--- src/rtl/mux_16_to_1_pkg.sv ---
// Shared sizing constants for the registered 16:1 selector.
package mux_16_to_1_pkg;
  localparam int NUM_INPUTS    = 16;
  localparam int SEL_W         = 4;
  localparam int DEFAULT_WIDTH = 4;
endpackage

--- src/rtl/mux_4_to_1.sv ---
// Combinational 4:1 selector, the building block of the two-level select tree.
module mux_4_to_1 #(
  parameter int WIDTH = 4
) (
  input  logic [3:0][WIDTH-1:0] d,
  input  logic [1:0]            sel,
  output logic [WIDTH-1:0]      y
);
  assign y = d[sel];
endmodule

--- src/rtl/mux_16_to_1.sv ---
// Registered 16:1 selector with a valid qualifier; the output register lives here.
// Optional MUX_16_TO_1_SEL_ONEHOT_EN adds a registered one-hot copy of the captured select.
module mux_16_to_1
  import mux_16_to_1_pkg::*;
#(
  parameter int WIDTH = DEFAULT_WIDTH
) (
  input  logic             clk,
  input  logic             rst,
  input  logic             in_valid,
  input  logic [SEL_W-1:0] sel,
  input  logic [WIDTH-1:0] in0,
  input  logic [WIDTH-1:0] in1,
  input  logic [WIDTH-1:0] in2,
  input  logic [WIDTH-1:0] in3,
  input  logic [WIDTH-1:0] in4,
  input  logic [WIDTH-1:0] in5,
  input  logic [WIDTH-1:0] in6,
  input  logic [WIDTH-1:0] in7,
  input  logic [WIDTH-1:0] in8,
  input  logic [WIDTH-1:0] in9,
  input  logic [WIDTH-1:0] in10,
  input  logic [WIDTH-1:0] in11,
  input  logic [WIDTH-1:0] in12,
  input  logic [WIDTH-1:0] in13,
  input  logic [WIDTH-1:0] in14,
  input  logic [WIDTH-1:0] in15,
  output logic [WIDTH-1:0] out,
  output logic             out_valid
`ifdef MUX_16_TO_1_SEL_ONEHOT_EN
  ,
  output logic [NUM_INPUTS-1:0] sel_onehot
`endif
);
  localparam int NUM_LEAF = NUM_INPUTS / 4;

  logic [NUM_INPUTS-1:0][WIDTH-1:0] din;
  logic [NUM_LEAF-1:0][WIDTH-1:0]   leaf_y;
  logic [WIDTH-1:0]                 mux_y;

  assign din = {in15, in14, in13, in12, in11, in10, in9, in8,
                in7,  in6,  in5,  in4,  in3,  in2,  in1, in0};

  // Leaves resolve sel[1:0] within each group of four; root picks the group.
  for (genvar g = 0; g < NUM_LEAF; g++) begin : g_leaf
    mux_4_to_1 #(.WIDTH(WIDTH)) u_leaf (
      .d   (din[4*g +: 4]),
      .sel (sel[1:0]),
      .y   (leaf_y[g])
    );
  end

  mux_4_to_1 #(.WIDTH(WIDTH)) u_root (
    .d   (leaf_y),
    .sel (sel[3:2]),
    .y   (mux_y)
  );

  always_ff @(posedge clk) begin
    if (rst) begin
      out       <= '0;
      out_valid <= 1'b0;
`ifdef MUX_16_TO_1_SEL_ONEHOT_EN
      sel_onehot <= '0;
`endif
    end else begin
      out_valid <= in_valid;
      // Data holds when not qualified, so a garbage sel cannot disturb it.
      if (in_valid) begin
        out <= mux_y;
`ifdef MUX_16_TO_1_SEL_ONEHOT_EN
        sel_onehot <= {{(NUM_INPUTS-1){1'b0}}, 1'b1} << sel;
`else
`endif
      end
    end
  end
endmodule

--- config.mk ---
export PLATFORM = sky130hd
export DESIGN_NAME = mux_16_to_1
export DESIGN_NICKNAME = d
export VERILOG_FILES = /design/src/rtl/mux_16_to_1_pkg.sv /design/src/rtl/mux_4_to_1.sv /design/src/rtl/mux_16_to_1.sv
export SDC_FILE = /design/constraint.sdc
export NUM_CORES = 1
export LEC_CHECK = 0
export BUFFER_PORTS_ARGS = -buffer_cell sky130_fd_sc_hd__buf_2
export CORE_MARGIN = 2
export CORE_UTILIZATION = 36
export DETAILED_ROUTE_END_ITERATION = 7
export PLACE_DENSITY = 0.91
export SLEW_MARGIN = 10
export SYNTH_ARGS = -nofsm -noshare
export SYNTH_HDL_FRONTEND = slang
export SYNTH_SLANG_ARGS = --single-unit
--- constraint.sdc ---
create_clock -name clk -period 3.7 [get_ports clk]
set_input_delay 0.37 -clock clk [delete_from_list [all_inputs] [get_ports clk]]
set_output_delay 0.37 -clock clk [all_outputs]
set_load 0.02 [all_outputs]
==> metrics, run 1 <==
number of antenna violations at the first check in global routing 0; r2r worst-path depth 2; DP Cell Count 169; maxcap violations 0; core area roughly 0.0018 mm2; postcts setup bufs 0; largest family of logic cells by synthesized area multiplexers; Pwr Density between 200 and 250 mW/mm2; R2R setup slack a little over 3 ns; Arr. time, crit path roughly 2.0 ns; H-tree lvl count 1; complex-gate fraction of the synthesized area a little over a fifth; setup violators final 0; Crit. End Element flip-flop; most numerous cell in the Yosys netlist mux2i_1; total grt overflow 0; Worst-path clk slew 0.05 ns; Period minus WS final roughly 1.9 ns; CTS buffer count 3; Final Core Density 61.56%; first-pass iteration count of the detailed router 4; Post-CTS Resized 0; Non-Filler Instances about 170; synth top area cells mux2i_1 (35%), dfxtp_1 (15%), mux4_2 (13%), a22oi_1 (8.7%), a2bb2oi_1 (5.1%); first-pass GRT wire length 3567 um; Synth area leader mux2i_1; Max Fclk between 0.5 and 0.6 GHz; clk sink count 5; std cell rows 15; Crit Path Max Fanout 28; skew final 0 ns; FF+latch count, synth 5; CP startpoint kind input port; Routed Wire Length between 2000 and 2500 um; simple-gate share of the synthesized area 10.53%; PortBufs 75; largest net degree at the start of global routing 29; worst slew pin tran between 0.7 and 0.8 ns; antenna cells 0; area share of fa/ha/maj cells after synthesis 0%; GP Congestion 0.7237; final net count 220; Final period util 50.86%; EDFF count, synth 0; Hold Crit Depth 2; hold slack 0.3214 ns; worst r2r src out[1]; via count ~900; Synth Flop Type dfxtp_1; Post-CTS Hold Buffers 0; type of the tightest min-delay check in -> reg; vias per inst 5.295; worst r2r dst out[1]; Root Driver clkbuf_4; Cell Area, Synth 689.4 um2; crit path from sel[1]; all-layer global routing usage about a quarter; Routed wire per std cell between 10 and 15 um; Slew headroom a little under half; clock latency on the worst-skew pair roughly 0.25 ns; Layout area overhead 57.53%; I/O pin count 76; Mean Syn Cell Area between 9 and 10 um2; DRC viols 0; Initial Util about two fifths; DIE AREA around 0.0023 mm2; syn_nets around 150; DP Wirelength between 2000 and 2500 um; synth unique cells 16; maximum clock path buffer count 2; Post-DRT Antenna Nets 0; Setup TNS Final 0 ns; Cells after Synth 75; Hold Crit Start rst; Hold EP out_valid; count of final hold-check violations 0; RSZ-0062 raised after global routing no; share of cells above drive strength 1 between 50% and 60%; Req. time, crit path 3.84 ns; share of the synthesized area in the top cell type 34.85%; Post-Synth XOR/XNOR Area 0%; die width between 40 and 50 um; post-synthesis sequential area ratio between 10% and 20%; 1st-iter DRT viols 22; multiplexer share of the synthesized area roughly 48%; ys async rst share 0%; CP Class in -> reg; status finished clean; vias in the first global route between 800 and 900; Post-synth top cells mux2i_1 (24), nand2_1 (9), a22oi_1 (8); Leakage ~0.60 nW; Final Max Slew Viols 0; TritonCTS clock tree yes; total power 0.2387 mW; Worst IR Drop VDD between 0.15 and 0.2 mV; Die H approximately 48 um; Yosys Warn Count 0
metrics by stage:
stage / instance area [um2] / setup slack (ns)
after detailed placement: 1060 / 1.531
after global placement: 1060 / 1.641
final: 1086 / 1.818
after CTS: 1086 / 1.797
after floorplan: 689.4 / 2.213
after global routing: 1086 / 1.684
state kept, by name, indices dropped and copies added, names as in the netlist:
signal	flops
out	4
out_valid	1
report_power, final:
part | switching (mW) | internal, mW
clock | 0.0261 | 0.0410
sequential | 0.00299 | 0.0590
combinational | 0.0493 | 0.0603
final cells by class:
class                      instances  area [um2]
multi-input combinational         64       553.0
tap                               25       31.28
fill                             170       678.2
timing repair buffer              75       375.4
sequential                         5       100.1
clock buffer                       4       26.28
critical path: stages:
cell       delay, ns
buf_2           0.60
mux4_2          0.61
a2bb2oi_1       0.15
a32oi_1         0.20
o21ai_1         0.08
metal layers:
metal / track usage [%] / wire length (um)
met2: 41.60 / 1205
met4: 19.46 / 119
met5: 0 / 0
met1: 23.80 / 840
met3: 3.396 / 294
worst max-delay path by stage:
stage | slack [ns] | end | depth (start not counted)
floorplan | 2.21 | out[0] | 5
global placement | 1.64 | out[0] | 5
detailed placement | 1.53 | out[3] | 5
CTS | 1.80 | out[3] | 5
global route | 1.68 | out[2] | 5
finish | 1.82 | out[3] | 5
cell usage in the layout, fill, tap and decap left out, drive strengths merged:
cell,netlist,routed
buf,5,75
mux2i,24,24
nand2,9,9
a22oi,8,8
dfxtp,5,5
nor2b,4,4
mux4,4,4
a2bb2oi,4,4
a32oi,4,4
o21ai,4,4
clkbuf,1,4
nor2,2,2
and2,1,1
logic make-up (layout without fill, tap and decap cells):
logic type | count (synthesis) | after routing
multiplexers | 28 | 28
AO/OA/AOI/OAI | 20 | 20
AND/OR/NAND/NOR | 16 | 16
buffers and inverters | 6 | 79
flip-flops | 5 | 5
No activity file was read; power rests on OpenSTA's default activity.
==> run 2, diff against run 1 <==
--- a/config.mk
+++ b/config.mk
@@ -6,10 +6,11 @@
 export NUM_CORES = 1
 export LEC_CHECK = 0
 export BUFFER_PORTS_ARGS = -buffer_cell sky130_fd_sc_hd__buf_2
+export CORE_ASPECT_RATIO = 1.5
 export CORE_MARGIN = 2
-export CORE_UTILIZATION = 36
+export CORE_UTILIZATION = 34
 export DETAILED_ROUTE_END_ITERATION = 7
-export PLACE_DENSITY = 0.91
+export PLACE_DENSITY = 0.87
 export SLEW_MARGIN = 10
 export SYNTH_ARGS = -nofsm -noshare
 export SYNTH_HDL_FRONTEND = slang
==> constraint.sdc (replaced) <==
create_clock -name clk -period 1.9 [get_ports clk]
set_input_delay 0.19 -clock clk [delete_from_list [all_inputs] [get_ports clk]]
set_output_delay 0.19 -clock clk [all_outputs]
set_load 0.02 [all_outputs]
==> run 2 against run 1 <==
Compared with the run above: die area rose by 5.7%; first-iteration DRC count is 68% lower; wire length is 13% lower; setup slack worse by 1.2 ns; clock power grew 76%; highest routed layer unchanged.
==> metrics, run 2 (same netlist as run 1, synthesis figures left out) <==
status finished clean; number of antenna violations at the first check in global routing 0; clk sink count 5; Routed wire per std cell between 10 and 15 um; Worst IR Drop VDD roughly 0.27 mV; I/O pin count 76; Final Core Density a little under three fifths; final instance area between 0.001 and 0.0015 mm2; maxcap violations 0; Die H between 50 and 60 um; vias in the first global route 871; CP Class in -> reg; vias per inst between 5 and 6; Reg with most FFs out; Worst Slack Setup Final 0.6658 ns; TritonCTS clock tree yes; Internal between 0.3 and 0.4 mW; hold slack between 0.1 and 0.15 ns; Crit Path Max Fanout 24; crit path cell chain buf_2, buf_4, mux2i_1, a2bb2oi_1, a32oi_1, o21ai_1; Req. time, crit path 2.02 ns; RSZ-0062 raised after global routing no; clock latency on the worst-skew pair 0.23 ns; Final period util between 60% and 70%; CTS buffer count 3; Routed Wire Length ~2100 um; post-place setup slack around 0.4 ns; Period minus WS final 1.234 ns; CP bufs+invs 2; area of placed instances ~0.0011 mm2; final net count between 200 and 250; DIE AREA approximately 0.0024 mm2; skew final 0 ns; type of the tightest min-delay check in -> reg; Crit. End Element flip-flop; via count between 800 and 900; GP Congestion approximately 0.80; all-layer global routing usage between 10% and 20%; wire length on met3 195 um; top sig layer met4; first-pass GRT wire length 3098 um; die width about 40 um; Post-CTS Resized 0; Hold Crit Depth 2; share of cells above drive strength 1 between 50% and 60%; Max Fclk a little over 0.8 GHz; Hold EP out_valid; Post-DRT Antenna Nets 0; Gate power share 47.0%; max reg flops 4; Hold Crit Start rst; R2R setup slack 1.24 ns; Sequential Power Share a little over a quarter; std cell rows 20; worst slew pin tran 0.4828 ns; Largest regs out (4), out_valid (1); Sw Pwr between 0.1 and 0.15 mW; PortBufs 75; count of final hold-check violations 0; Layout area overhead 58.08%; 1st-iter DRT viols 7; slowest stage cell, crit path buf_4; antenna cells 0; M1 WL about 750 um; worst r2r dst out[3]; H-tree lvl count 1; Non-Filler Instances 171; Arr. time, crit path 1.35 ns; maximum clock path buffer count 2; core area just under 0.002 mm2; Setup TNS Final 0 ns; most frequent cells in the layout buf_2 (75), mux2i_1 (24), nand2_1 (9); Crit path largest cell delay ~0.37 ns; Pwr Density 412.1 mW/mm2; Slew headroom about 68%; DR WL met2 ~1200 um; Leakage about 0.60 nW; total grt overflow 0; critical path's top delay family buffers and inverters; first-pass iteration count of the detailed router 4; Post-CTS Hold Buffers 0; Final Max Slew Viols 0; setup violators final 0; total power between 0.4 and 0.5 mW; Clock power frac 26.3%; DRC viols 0; Root Driver clkbuf_4; worst r2r src out[3]; CP startpoint kind input port; r2r worst-path depth 2; DP Cell Count around 170; Switching Fraction 30.44%; commonest non-fill, non-tap cell in the layout buf_2; Initial Util around a third; Worst-path clk slew ~0.04 ns; DP Wirelength 1900 um; largest net degree at the start of global routing 25; postcts setup bufs 0
-- run 2: changes by cell type in the layout (fill, tap and decap cells not counted) --
cell / before / now
buf_4: 0 / 1
-- run 2: per-layer routing --
layer  up-vias  global-route usage [%]
met5         -                       0
met2        46                   36.51
met4         0                   9.048
met3         2                   2.256
li1        444                       -
met1       387                   15.84
-- run 2: worst reg2reg max path, cell delays in order, from the launching register on --
cell	delay (ns)
dfxtp_1	0.31
a32oi_1	0.14
o21ai_1	0.09
-- run 2: final cells by class --
cell class | instances | area, um2
flip-flops and latches | 5 | 100.1
clock buffers | 4 | 26.28
repair buffers | 76 | 382.9
fillers | 202 | 887.1
well taps | 22 | 27.53
multi-input cells | 64 | 553.0
-- run 2: how the worst max path moves through the flow --
stage | startpoint | end | depth (start not counted)
2_1_floorplan | sel[1] | out[0] | 5
3_3_place_gp | sel[1] | out[0] | 6
3_5_place_dp | sel[1] | out[3] | 6
4_1_cts | sel[1] | out[3] | 6
5_1_grt | sel[1] | out[0] | 6
6_report | sel[1] | out[3] | 6
-- run 2: power by group through the flow --
| stage | clock (mW) | sequential [mW] | combinational, mW |
|---|---|---|---|
| after floorplan | 0 | 0.133 | 0.108 |
| after global placement | 0 | 0.121 | 0.207 |
| after detailed placement | 0 | 0.121 | 0.212 |
| after CTS | 0.125 | 0.120 | 0.213 |
| after global routing | 0.129 | 0.121 | 0.231 |
| final | 0.118 | 0.120 | 0.211 |
